==> config.mk <==
export PLATFORM = sky130hd
export DESIGN_NAME = cp0_int_timer_ctrl_flat
export DESIGN_NICKNAME = d
export VERILOG_FILES = /design/src/rtl/cp0_int_timer_ctrl_if.sv /design/src/rtl/cp0_int_timer_ctrl.sv /design/src/flat_wrapper.sv
export SDC_FILE = /design/constraint.sdc
export NUM_CORES = 1
export LEC_CHECK = 0
export ABC_AREA = 1
export CAP_MARGIN = 10
export CORE_MARGIN = 2
export CORE_UTILIZATION = 50
export CTS_BUF_LIST = sky130_fd_sc_hd__clkbuf_8
export DETAILED_ROUTE_END_ITERATION = 8
export GPL_TIMING_DRIVEN = 0
export HOLD_SLACK_MARGIN = 0.05
export PLACE_DENSITY = 0.95
export SLEW_MARGIN = 10
export SYNTH_ARGS = -nofsm -noshare
export SYNTH_HDL_FRONTEND = slang
export SYNTH_SLANG_ARGS = --single-unit
export TNS_END_PERCENT = 30
==> constraint.sdc <==
create_clock -name clk -period 2.1 [get_ports clk]
set_clock_uncertainty 0.1 [all_clocks]
set_input_delay 0.525 -clock clk [delete_from_list [all_inputs] [get_ports clk]]
set_output_delay 0.525 -clock clk [all_outputs]
set_load 0.01 [all_outputs]
==> src/rtl/cp0_int_timer_ctrl_if.sv <==
// CP0 interrupt/timer controller bundle: status inputs, MTC0 port,
// ack handshake from writeback and the timer/interrupt outputs.
interface cp0_int_timer_ctrl_if;
  logic [5:0]  ext_int;
  logic        status_ie;
  logic        status_exl;
  logic        status_erl;
  logic [7:0]  status_im;
  logic [1:0]  sw_ip;
  logic        cp0_we;
  logic [4:0]  cp0_waddr;
  logic [31:0] cp0_wdata;
  logic        int_ack;
  logic [31:0] count;
  logic [31:0] compare;
  logic        cause_ti;
  logic [7:0]  cause_ip;
  logic        int_req;

  modport master (
    output ext_int, status_ie, status_exl, status_erl,
    output status_im, sw_ip, cp0_we, cp0_waddr,
    output cp0_wdata, int_ack,
    input  count, compare, cause_ti, cause_ip, int_req
  );

  modport slave (
    input  ext_int, status_ie, status_exl, status_erl,
    input  status_im, sw_ip, cp0_we, cp0_waddr,
    input  cp0_wdata, int_ack,
    output count, compare, cause_ti, cause_ip, int_req
  );
endinterface

==> src/rtl/cp0_int_timer_ctrl.sv <==
// CP0 Count/Compare timer, Cause.TI, ext_int synchroniser and the
// Int request/ack handshake towards writeback.
module cp0_int_timer_ctrl (
  input logic              clk,
  input logic              resetn,
  cp0_int_timer_ctrl_if.slave bus
);

  typedef enum logic [1:0] {
    IDLE = 2'd0,
    REQ  = 2'd1,
    WAIT = 2'd2
  } state_t;

  state_t      state;
  state_t      state_nxt;
  logic [5:0]  meta;
  logic [5:0]  sync;
  logic        tick;
  logic [31:0] count;
  logic [31:0] compare;
  logic [31:0] count_inc;
  logic        cause_ti;
  logic        count_wr;
  logic        cmp_wr;
  logic        inc;
  logic        pending;
  logic [7:0]  cause_ip;

  assign count_wr  = bus.cp0_we && (bus.cp0_waddr == 5'd9);
  assign cmp_wr    = bus.cp0_we && (bus.cp0_waddr == 5'd11);
  assign inc       = tick && !count_wr;
  assign count_inc = count + 32'd1;

  always_ff @(posedge clk or negedge resetn) begin
    if (!resetn) begin
      meta     <= '0;
      sync     <= '0;
      tick     <= 1'b0;
      count    <= '0;
      compare  <= '0;
      cause_ti <= 1'b0;
    end else begin
      meta <= bus.ext_int;
      sync <= meta;
      if (count_wr) begin
        count <= bus.cp0_wdata;
        tick  <= 1'b0;
      end else begin
        tick <= ~tick;
        if (tick) count <= count_inc;
      end
      // a Compare write clears TI even if this edge would match
      if (cmp_wr) begin
        compare  <= bus.cp0_wdata;
        cause_ti <= 1'b0;
      end else if (inc && (count_inc == compare)) begin
        cause_ti <= 1'b1;
      end
    end
  end

  assign cause_ip = {sync[5] | cause_ti, sync[4:0], bus.sw_ip};
  assign pending  = (|(cause_ip & bus.status_im)) & bus.status_ie &
                    ~bus.status_exl & ~bus.status_erl;

  always_ff @(posedge clk or negedge resetn) begin
    if (!resetn) state <= IDLE;
    else         state <= state_nxt;
  end

  always_comb begin
    state_nxt = state;
    unique case (state)
      IDLE: if (pending) state_nxt = REQ;
      REQ: begin
        if (bus.int_ack)   state_nxt = WAIT;
        else if (!pending) state_nxt = IDLE;
      end
      WAIT: if (bus.status_exl || bus.status_erl) state_nxt = IDLE;
      default: state_nxt = IDLE;
    endcase
  end

  always_comb begin
    bus.int_req  = (state == REQ);
    bus.count    = count;
    bus.compare  = compare;
    bus.cause_ti = cause_ti;
    bus.cause_ip = cause_ip;
  end

endmodule

==> src/flat_wrapper.sv <==
// flat-port wrapper written by rule: the top's interface ports become plain ports
module cp0_int_timer_ctrl_flat 
  (clk, resetn, bus_ext_int, bus_status_ie, bus_status_exl, bus_status_erl, bus_status_im, bus_sw_ip, bus_cp0_we, bus_cp0_waddr, bus_cp0_wdata, bus_int_ack, bus_count, bus_compare, bus_cause_ti, bus_cause_ip, bus_int_req);
  cp0_int_timer_ctrl_if bus_i ();
  input logic clk;
  input logic resetn;
  input wire logic [$bits(bus_i.ext_int)-1:0] bus_ext_int;
  input wire logic [$bits(bus_i.status_ie)-1:0] bus_status_ie;
  input wire logic [$bits(bus_i.status_exl)-1:0] bus_status_exl;
  input wire logic [$bits(bus_i.status_erl)-1:0] bus_status_erl;
  input wire logic [$bits(bus_i.status_im)-1:0] bus_status_im;
  input wire logic [$bits(bus_i.sw_ip)-1:0] bus_sw_ip;
  input wire logic [$bits(bus_i.cp0_we)-1:0] bus_cp0_we;
  input wire logic [$bits(bus_i.cp0_waddr)-1:0] bus_cp0_waddr;
  input wire logic [$bits(bus_i.cp0_wdata)-1:0] bus_cp0_wdata;
  input wire logic [$bits(bus_i.int_ack)-1:0] bus_int_ack;
  output wire logic [$bits(bus_i.count)-1:0] bus_count;
  output wire logic [$bits(bus_i.compare)-1:0] bus_compare;
  output wire logic [$bits(bus_i.cause_ti)-1:0] bus_cause_ti;
  output wire logic [$bits(bus_i.cause_ip)-1:0] bus_cause_ip;
  output wire logic [$bits(bus_i.int_req)-1:0] bus_int_req;
  assign bus_i.ext_int = bus_ext_int;
  assign bus_i.status_ie = bus_status_ie;
  assign bus_i.status_exl = bus_status_exl;
  assign bus_i.status_erl = bus_status_erl;
  assign bus_i.status_im = bus_status_im;
  assign bus_i.sw_ip = bus_sw_ip;
  assign bus_i.cp0_we = bus_cp0_we;
  assign bus_i.cp0_waddr = bus_cp0_waddr;
  assign bus_i.cp0_wdata = bus_cp0_wdata;
  assign bus_i.int_ack = bus_int_ack;
  assign bus_count = bus_i.count;
  assign bus_compare = bus_i.compare;
  assign bus_cause_ti = bus_i.cause_ti;
  assign bus_cause_ip = bus_i.cause_ip;
  assign bus_int_req = bus_i.int_req;
  cp0_int_timer_ctrl u_core (.clk(clk), .resetn(resetn), .bus(bus_i));
endmodule
==> out/results.ini <==
[timing]
slew_headroom = 0.555
drv_slew = 0
setup_viol = 11
hold_viol_final = 0
rsz0062_at_grt = true
worstMarginPinSlew_ns = 0.667
max_freq_ghz = 0.434
layout_min_cycle_time_ns = 2.30
final.setup.worst_slack_ns = -0.205
finalCritPeriodShare = 1.10
finalSetupTns_ns = -0.521

[detailed_routing]
avgRoutedWirePerCell_um = 16.0
ant_nets = 0
drc = 0
met2_length_um = 7440
avgViaCountPerCell = 5.53
wl_met3_um = 1690
wl_met1_um = 5930
num_vias = 5402
first_iter_violations = 512
routed_wl_um = 15600
top_layer_used = met4
firstDrtPassIters = 6

[clock_network]
numCtsBuffers = 9
cts_root_buf = clkbuf_8
htreeDepth = 3
clk_pin_slew_ns = 0.08
cts.path.max_buffers = 2
cts_tree = built
clk_latency_ns = 0.36
cts.sinks = 80

[yosys]
synth_top_family_by_area = simple AND/OR/NAND/NOR gates
synth-seq-cells = 80
syn_area_per_cell_um2 = 7.12
synth_area_mm2 = 0.00484
synthXorXnorAreaFrac = 0.0222
synthAdderAreaFrac = 0.00258
synth_nets = 741
ys_seq_area_frac = 0.414
synthDistinctLibCells = 37
synth_edf_count = 0
yosys_warnings = 0
synth-main-ff-cell = dfrtp_1
synthMuxAreaShare = 0.0140
postSynthCellCount = 680
synth_compound_area_frac = 0.0993
synth-simple-area-share = 0.367
async_reset_ff_frac = 1.00

[worst_setup_path]
cp-end-kind = register
cp.arrival_ns = 2.48
timing.rr.end = u_core.bus.cause_ti
critPathLaunchType = register
critPathMaxFanout = 7
reg2reg_from = u_core.bus.count[1]
worstPathRequired_ns = 2.28
path_class = reg -> reg
reg2reg_depth = 15
r2r_slack_ns = -0.20

[status]
failed_checks = setup timing
status = finished with violations

[pwr]
swShare = 0.404
ir_drop_mv = 0.628
p_per_area_mw_per_mm2 = 961
p_clk_frac = 0.154
p_sw_mw = 2.66
power_frac_comb = 0.463
leakage_nw = 3.09
p_int_mw = 3.92
pwr-share-seq = 0.384

[die]
initial_core_util = 0.519
die_h_um = 102
row_count = 35
die_w_um = 102
dieArea_mm2 = 0.0105
io_pins = 134
core_area_mm2 = 0.00933

[layout]
final_common_cell = nand2_1
fin_nets = 904
drive_gt1_frac = 0.145
diodes = 0
layout_common_cells = nand2_1, clkdlybuf4s50_1, inv_1, dfrtp_1, nand3_1
syn2layout_area_growth_pct = 41.5
design_area_mm2 = 0.00685

[place]
gp_congestion = 0.950
numPortBuffers = 133
dpl_cell_area_mm2 = 0.00635
hpwlAfterDp_um = 11200

[grt]
grt-ovfl-total = 0
grt_pass1_vias = 5182
grt_util_all_layers = 0.298
grt_pass1_wl_um = 24200
antenna_found_initial = 0
grt_max_degree = 43

[hold_path]
hp-start = u_core.meta[4]
hold_path.class = reg -> reg
whs_path_depth = 0
holdPathEnd = u_core.sync[4]

[job]
cap_viol_max_count = 0

critical path, cell delays in order (launching register included):
cell,delay (ns)
dfrtp_2,0.41
buf_6,0.11
nand2_2,0.06
nor2_4,0.14
buf_12,0.14
nand2_8,0.06
nor2_4,0.27
buf_6,0.14
nand3b_1,0.09
nand3_1,0.09
nand2_1,0.07
nor2_1,0.11
nand2_1,0.08
nor2_2,0.13
nand3_2,0.10
a21oi_2,0.12
repair_timing:
item / 4_1_cts / 5_1_grt
hold buffers: 1 / 0
setup buffers: 9 / 8
gates resized for setup: 36 / 35
pin swaps: 8 / 17
setup endpoints to repair: 49 / 44
endpoints found under the hold margin: 21 / 0
worst max-delay path by stage:
| stage | to | start | cells past startpoint |
|---|---|---|---|
| 2_1_floorplan | u_core.bus.cause_ti | u_core.bus.count[0] | 15 |
| 3_3_place_gp | u_core.meta[5] | resetn | 1 |
| 3_5_place_dp | u_core.bus.count[25] | bus_cp0_we | 8 |
| 4_1_cts | u_core.bus.cause_ti | u_core.bus.count[1] | 16 |
| 5_1_grt | u_core.bus.cause_ti | u_core.bus.count[1] | 14 |
| 6_report | u_core.bus.cause_ti | u_core.bus.count[1] | 15 |
power by group through the flow:
stage,combinational (mW),clock (mW),sequential (mW)
2_1_floorplan,1.31,0,2.55
3_3_place_gp,2.64,0,2.49
3_5_place_dp,2.72,0,2.50
4_1_cts,2.91,1.01,2.48
5_1_grt,3.34,1.07,2.58
6_report,3.05,1.01,2.53
layer usage:
layer | vias to the layer above | global-route usage
li1 | 2497 | -
met1 | 2460 | 0.379
met2 | 381 | 0.482
met3 | 64 | 0.0752
met4 | 0 | 0.132
met5 | - | 0
final cells by class:
class                      count  area (um2)
buffer                        22         126
timing repair buffer         152        1520
fill                         643        2480
tap                          129         161
clock buffer                   9         124
sequential                    80        2020
clock inverter                 7        41.3
multi-input combinational    502        2570
inverter                      76         285
metrics by stage:
| step | worst slack, ns | power [mW] | util | hold WS (ns) | instances |
|---|---|---|---|---|---|
| 2_1_floorplan | 0.0857 | 3.86 | - | 0.129 | 680 |
| 3_3_place_gp | -2.40 | 5.13 | 0.679 | 0.232 | 942 |
| 3_5_place_dp | -0.917 | 5.22 | 0.681 | 0.235 | 943 |
| 4_1_cts | -0.0972 | 6.40 | 0.719 | 0.254 | 969 |
| 5_1_grt | -0.317 | 6.99 | 0.735 | 0.265 | 977 |
| 6_report | -0.205 | 6.59 | 0.735 | 0.252 | 977 |
cells in the mapped netlist (all sizes together), types with 2 or more instances:
cell,count,area [um2]
xnor2,2,17.5
nand2,274,1070
mux2,6,67.6
xor2,5,43.8
inv,76,285
buf,9,61.3
a21oi,9,45.0
a22oi,2,15.0
nand4,2,12.5
nor2,72,345
a221o,8,80.1
clkbuf,13,48.8
dfrtp,80,2000
nand3,58,300
nand3b,4,33.8
o211ai,21,158
o21ai,30,150
state kept, by name, summed over array words and instances, names as in the netlist:
signal	count
u_core.bus.compare	32
u_core.bus.count	32
u_core.meta	6
u_core.sync	6
u_core.state	2
u_core.bus.cause_ti	1
u_core.tick	1
cell families after synthesis:
group                      Yosys count
and+or+nand+nor                    412
xor gates and xnor gates             9
DFF                                 80
muxes                                6
AOI/OAI and AO/OA                   74
buffers and inverters               98
adders and majority gates            1
(Power assumes the default switching activity.)
==> variant 1, RTL diff (config.mk and constraints unchanged) <==
The 3 states of `state_t` get a one-hot encoding in 3 bits.
--- a/src/rtl/cp0_int_timer_ctrl.sv
+++ b/src/rtl/cp0_int_timer_ctrl.sv
@@ -7,8 +7,8 @@
 );
 
-  typedef enum logic [1:0] {
-    IDLE = 2'd0,
-    REQ  = 2'd1,
-    WAIT = 2'd2
+  typedef enum logic [2:0] {
+    IDLE = 3'b001,
+    REQ  = 3'b010,
+    WAIT = 3'b100
   } state_t;
 
Behaviour: no difference found for any inputs over 10 cycles, from zero or initial values and one cycle with resetn low; not proved beyond that.
==> variant 1 against the original RTL <==
The run still ends with negative setup slack left. Worst setup slack improved by 0.0010 ns. Sequential cell count increased by 1. Routed wire length decreased by 1.8%. Power increased by 2.1%. Final area decreased by 1.2%. Combinational power decreased by 2%. Area after synthesis increased by 0.47%. Non-clock buffer count decreased by 9. Largest cell class unchanged. Highest routed layer unchanged.
==> variant 1: results (changes against the original RTL) <==
* Outcome: finished, violations left
- Violations in the final reports: negative setup slack
- Net count of the mapped netlist: 762 (+2.8%)
- First-pass GRT wire length: 23500 um (-3.0%)
- Sequential fraction of the synthesis area: 0.417 (+0.00349)
- The estimated wirelength of the detail-placed design came to 11300 um (+0.86%).
- The net count reported at finish came to 916 (+1.3%).
- The worst slew margin relative to its limit is 0.605 (+0.0495).
- Commonest register cell after synthesis: dfrtp_1
- Launch point of the worst reg-to-reg path: u_core.bus.count[0]
* GRT Resource Usage Total: 0.291 (-0.00739)
* VDD IR max: 0.653 mV (+4.0%)
- The slack of the critical path came to -0.204 ns (+0.000997 ns).
- Via count of the first global-routing pass: 4858 (-6.3%)
* Main area contributors after synthesis: dfrtp_1 41%, nand2_1 21%, nand3_1 6.6%, inv_1 6.0%, nor2_1 4.6%
- The maximum number of pins on one net before global-route repair is 55 (+28%).
* Number of distinct library cells after synthesis: 31 (-16%)
- The count of endpoints failing setup in the final report came to 6 (-5).
- The DRC marker count from the first detailed-route iteration is 501 (-2.1%).
- Post-placement worst setup slack: -0.822 ns (+0.0948 ns)
* Share of post-route cells with drive strength above 1: 0.118 (-0.0275)
- The total wire length is 15300 um (-1.8%).
* Worst-path fanout max: 8 (+1)
- Number of filler cells placed in the layout: 679 (+5.6%)
- The static leakage power was 3.05 nW (-1.3%).
-- variant 1: cell types whose count changed in the layout (fill, tap and decap cells not counted), moves of 7 or more --
cell     change
dfrtp_2      -9
buf_4        -7
dfrtp_1      +9
nand3_1      +8
nand2_1     +12
-- variant 1: metrics by stage --
step           setup TNS, ns  area, um^2  hold slack [ns]  instances
6_report              -0.296        6770            0.255        988
5_1_grt                -1.53        6770            0.259        988
4_1_cts               -0.141        6690            0.257        985
3_5_place_dp          -29.12        6380            0.238        964
3_3_place_gp         -220.15        6360            0.232        963
2_1_floorplan              0        4860            0.129        701
-- variant 1: how the worst min path moves through the flow --
stage / start / end
floorplan: resetn / u_core.bus.cause_ti
global placement: u_core.meta[5] / u_core.sync[5]
detailed placement: u_core.meta[3] / u_core.sync[3]
CTS: u_core.meta[3] / u_core.sync[3]
global route: u_core.meta[3] / u_core.sync[3]
finish: u_core.meta[3] / u_core.sync[3]
-- variant 1: logic make-up (layout without fill, tap and decap cells) --
kind of cell | Yosys count | count (layout) | synth area share
simple gates | 430 | 430 | 0.374
buf+inv | 102 | 260 | 0.0841
flops | 81 | 81 | 0.417
compound gates | 77 | 77 | 0.102
xor+xnor | 5 | 5 | 0.00901
mux | 5 | 5 | 0.0116
fa+ha+maj | 1 | 1 | 0.00257
-- variant 1: final cells by class --
type / count / area (um^2) / share of cell area
plain buffers: 22 / 121 / 0.0179
clock buffers: 10 / 138 / 0.0203
clock inverters: 5 / 56.3 / 0.00831
inverters: 80 / 303 / 0.0447
multi-input cells: 518 / 2520 / 0.373
flip-flops and latches: 81 / 2040 / 0.301
well taps: 129 / 161 / 0.0238
repair buffers: 143 / 1430 / 0.211
-- variant 1: timing repair --
item / in CTS / in global routing
buffers inserted: 5 / 3
hold buffers: 1 / 0
resized for setup: 28 / 31
endpoints found under the setup margin: 40 / 50
pin swaps: 5 / 17
hold endpoints to repair: 27 / 0
-- variant 1: critical path: stages (launching register included) --
cell	delay, ns
dfrtp_2	0.40
buf_4	0.16
nand3_2	0.17
inv_4	0.15
nand2_4	0.09
nor2_4	0.22
nand2_1	0.09
nand2_1	0.09
nand2_1	0.08
nand2_1	0.06
nand2_1	0.06
nor2_2	0.12
nand2_1	0.09
nor2_2	0.10
nand3_2	0.11
a21oi_2	0.13
-- variant 1: report_power, final --
group | switching, mW | total (mW) | internal (mW)
Sequential | 0.584 | 2.57 | 1.99
Combinational | 1.51 | 2.98 | 1.47
Clock | 0.594 | 1.17 | 0.573
Total | 2.69 | 6.72 | 4.03
-- variant 1: layer usage --
layer / track usage / vias to the layer above / share of wire
met5: 0 / - / 0
met4: 0.110 / 0 / 0.029
met3: 0.0522 / 40 / 0.088
met2: 0.465 / 283 / 0.48
met1: 0.397 / 2393 / 0.41
li1: - / 2550 / -
==> variant 2, RTL diff (same flow settings) <==
Without the edit above. Make the reset (`resetn`) synchronous in 2 clocked blocks.
--- a/src/rtl/cp0_int_timer_ctrl.sv
+++ b/src/rtl/cp0_int_timer_ctrl.sv
@@ -33,5 +33,5 @@
   assign count_inc = count + 32'd1;
 
-  always_ff @(posedge clk or negedge resetn) begin
+  always_ff @(posedge clk) begin
     if (!resetn) begin
       meta     <= '0;
@@ -65,5 +65,5 @@
                     ~bus.status_exl & ~bus.status_erl;
 
-  always_ff @(posedge clk or negedge resetn) begin
+  always_ff @(posedge clk) begin
     if (!resetn) state <= IDLE;
     else         state <= state_nxt;
Formal check against the unedited RTL: differs if resetn is asserted again (counterexample within 4 cycles, from zero or initial values and one cycle with resetn low); with resetn held inactive, the same outputs for 10 cycles.
==> variant 2 against the original RTL <==
The run still ends with negative setup slack left. Area after synthesis fell by 1.4%. Sequential cell count did not move. Routed wire length rose by 9.5%. Via count rose by 11%. First-iteration DRC count rose by 22%. Maximum frequency fell by 0.84%. Worst setup slack got worse by 0.020 ns. Final area fell by 0.86%. Global-route usage rose by 2.2 points. Critical path type unchanged.
Power is not compared: it rests on default switching activity, and its combinational part moved more than twofold at a synthesized area within 25%.
==> variant 2: results (changes against the original RTL) <==
- Share of post-route cells with drive strength above 1: 0.146 (+0.000698)
* Via-to-Cell Ratio: 5.60 (+1.2%)
- Clock insertion delay at the later pin of the skew report: 0.37 ns
* Violations in the final reports: negative setup slack
- Hold wc startpoint: u_core.meta[3]
- The area of placed instances came to 6260 um^2 (-1.4%).
- Launch point of the worst reg-to-reg path: u_core.bus.count[1]
- The peak fanout along the critical path was 5 (-2).
* Max-slew headroom at the worst pin: 0.609 (+0.0537)
- The number of buffers created by CTS came to 9 (unchanged).
* GRT Resource Usage Total: 0.320 (+0.0224)
* Root cell of the clock tree: clkbuf_8
* Largest registers: u_core.bus.compare x32, u_core.bus.count x32
- In this run the critical register-to-register path is captured at u_core.bus.cause_ti.
* Worst-case hold path end point: u_core.sync[3]
- The total congestion overflow is 0 (unchanged).
- Post-detailed-placement half-perimeter wirelength: 11700 um (+4.8%)
- Final setup slack of the worst path: -0.224 ns (-0.0196 ns)
- # nets final: 996 (+10%)
* Via count of the first global-routing pass: 5545 (+7.0%)
- The number of buffers on the longest clock path is 2 (unchanged).
- The logic depth of the worst register-to-register path is 14 (-1).
- The average wire per cell in the routed design was 16.0 um (about the same).
- Net count of the mapped netlist: 836 (+13%)
- Number of filler cells placed in the layout: 668 (+3.9%)
* Number of antenna violations at the first check in global routing: 0 (unchanged)
- Placer congestion estimate: 0.978 (+2.9%)
- P_leak: 2.84 nW
* Commonest register cell after synthesis: dfxtp_1
* Number of distinct library cells after synthesis: 36 (-2.7%)
- The count of port buffers added during placement came to 133 (unchanged).
* Share of synthesized registers carrying an async set or reset: 0 (-1.00)
* Main area contributors after synthesis: dfxtp_1 34%, nand2_1 20%, nand3_1 8.5%, inv_1 7.9%, nor2_1 5.5%
- Total DRC errors in the routed layout: 0 (unchanged)
- The count of endpoints failing setup in the final report came to 1 (-10).
- Sequential fraction of the synthesis area: 0.336 (-0.0779)
- The DRC marker count from the first detailed-route iteration was 624 (+22%).
- Worst Path Arrival: 2.53 ns (+0.05 ns)
- The number of synthesis warnings was 0 (unchanged).
* Worst Hold Depth: 2 (+2)
- Leading post-synthesis cells by instance count: 258 x nand2_1, 100 x inv_1, 81 x nand3_1
- Outcome: finished, violations left
- First-pass GRT wire length: 25800 um (+6.4%)
* VDD IR max: 0.390 mV
* Path category of the worst min-delay check: reg2reg
- The number of H-tree branching levels was 3 (unchanged).
- Largest net degree at the start of global routing: 15 (-65%)
- Worst-path clk slew: 0.09 ns
* Total inserted antenna cells: 0 (unchanged)
- Number of search-and-repair iterations in the first detailed-routing pass: 6 (unchanged)
[variant 2: metrics by stage]
stage,cells,TNS (ns),power [mW],worst slack [ns],hold slack (ns)
3_5_place_dp,1037,-52.56,1.99,-1.05,0.304
6_report,1069,-0.224,3.18,-0.224,0.319
3_3_place_gp,1037,-48.91,1.99,-0.975,0.293
2_1_floorplan,775,0,1.76,0.0261,0.290
5_1_grt,1069,-0.433,3.29,-0.253,0.349
4_1_cts,1061,-0.199,3.14,-0.0382,0.315
[variant 2: logic make-up (layout without fill, tap and decap cells)]
group,after synthesis,in the layout,synth area share
adder cells (fa/ha/maj),1,1,0.00262
AND/OR/NAND/NOR,448,448,0.409
XOR/XNOR,7,7,0.0173
buffers and inverters,131,296,0.109
flip-flops,80,80,0.336
AO/OA/AOI/OAI,108,108,0.127
[variant 2: area by class of cell]
| type | count | area (um^2) | area share |
|---|---|---|---|
| multi-input combinational | 564 | 2800 | 0.412 |
| sequential | 80 | 1630 | 0.240 |
| timing repair buffer | 149 | 1450 | 0.214 |
| inverter | 102 | 387 | 0.0569 |
| buffer | 29 | 169 | 0.0249 |
| tap | 129 | 161 | 0.0238 |
| clock buffer | 9 | 124 | 0.0182 |
| clock inverter | 7 | 72.6 | 0.0107 |
[variant 2: what timing repair did]
item                                    4_1_cts  5_1_grt
endpoints found under the setup margin       65       61
pin swaps                                     7       17
resized for setup                            48       49
setup buffers                                 8        8
cloned                                        0        0
[variant 2: routing by layer]
layer  up-vias  share of wire  GRT usage
met5         -              0          0
met3       105           0.11     0.0766
met4         0          0.057      0.185
met1      2654           0.38      0.387
met2       441           0.46      0.519
li1       2782              -          -
[variant 2: report_power, final]
part	switching (mW)	total (mW)	leakage [nW]	internal, mW
Combinational	0.210	0.424	2.08	0.214
Sequential	0.0289	1.57	0.659	1.55
Clock	0.635	1.19	0.101	0.552
Total	0.874	3.18	2.84	2.31
[variant 2: how the worst max path moves through the flow]
stage / from / to / slack (ns) / cells after the start
detailed placement: bus_cp0_waddr[0] / u_core.bus.compare[29] / -1.05 / 8
finish: u_core.bus.count[1] / u_core.bus.cause_ti / -0.22 / 14
global placement: bus_cp0_waddr[0] / u_core.bus.compare[21] / -0.97 / 8
CTS: u_core.bus.count[1] / u_core.bus.cause_ti / -0.04 / 14
global route: u_core.bus.count[1] / u_core.bus.cause_ti / -0.25 / 14
floorplan: u_core.bus.count[0] / u_core.bus.cause_ti / 0.03 / 15
[variant 2: worst max-delay path: stages, from the launching register on]
cell and delay [ns]:
dfxtp_4 0.39, ha_4 0.16, nand2_4 0.06, nor2_4 0.21, buf_4 0.16, nand2_1 0.08, nand3_1 0.08, nand2_1 0.06
nor2_1 0.16, nand2_1 0.12, nor2_2 0.16, nand3_1 0.12, nor2_1 0.11, nand3_1 0.14, a21oi_2 0.16
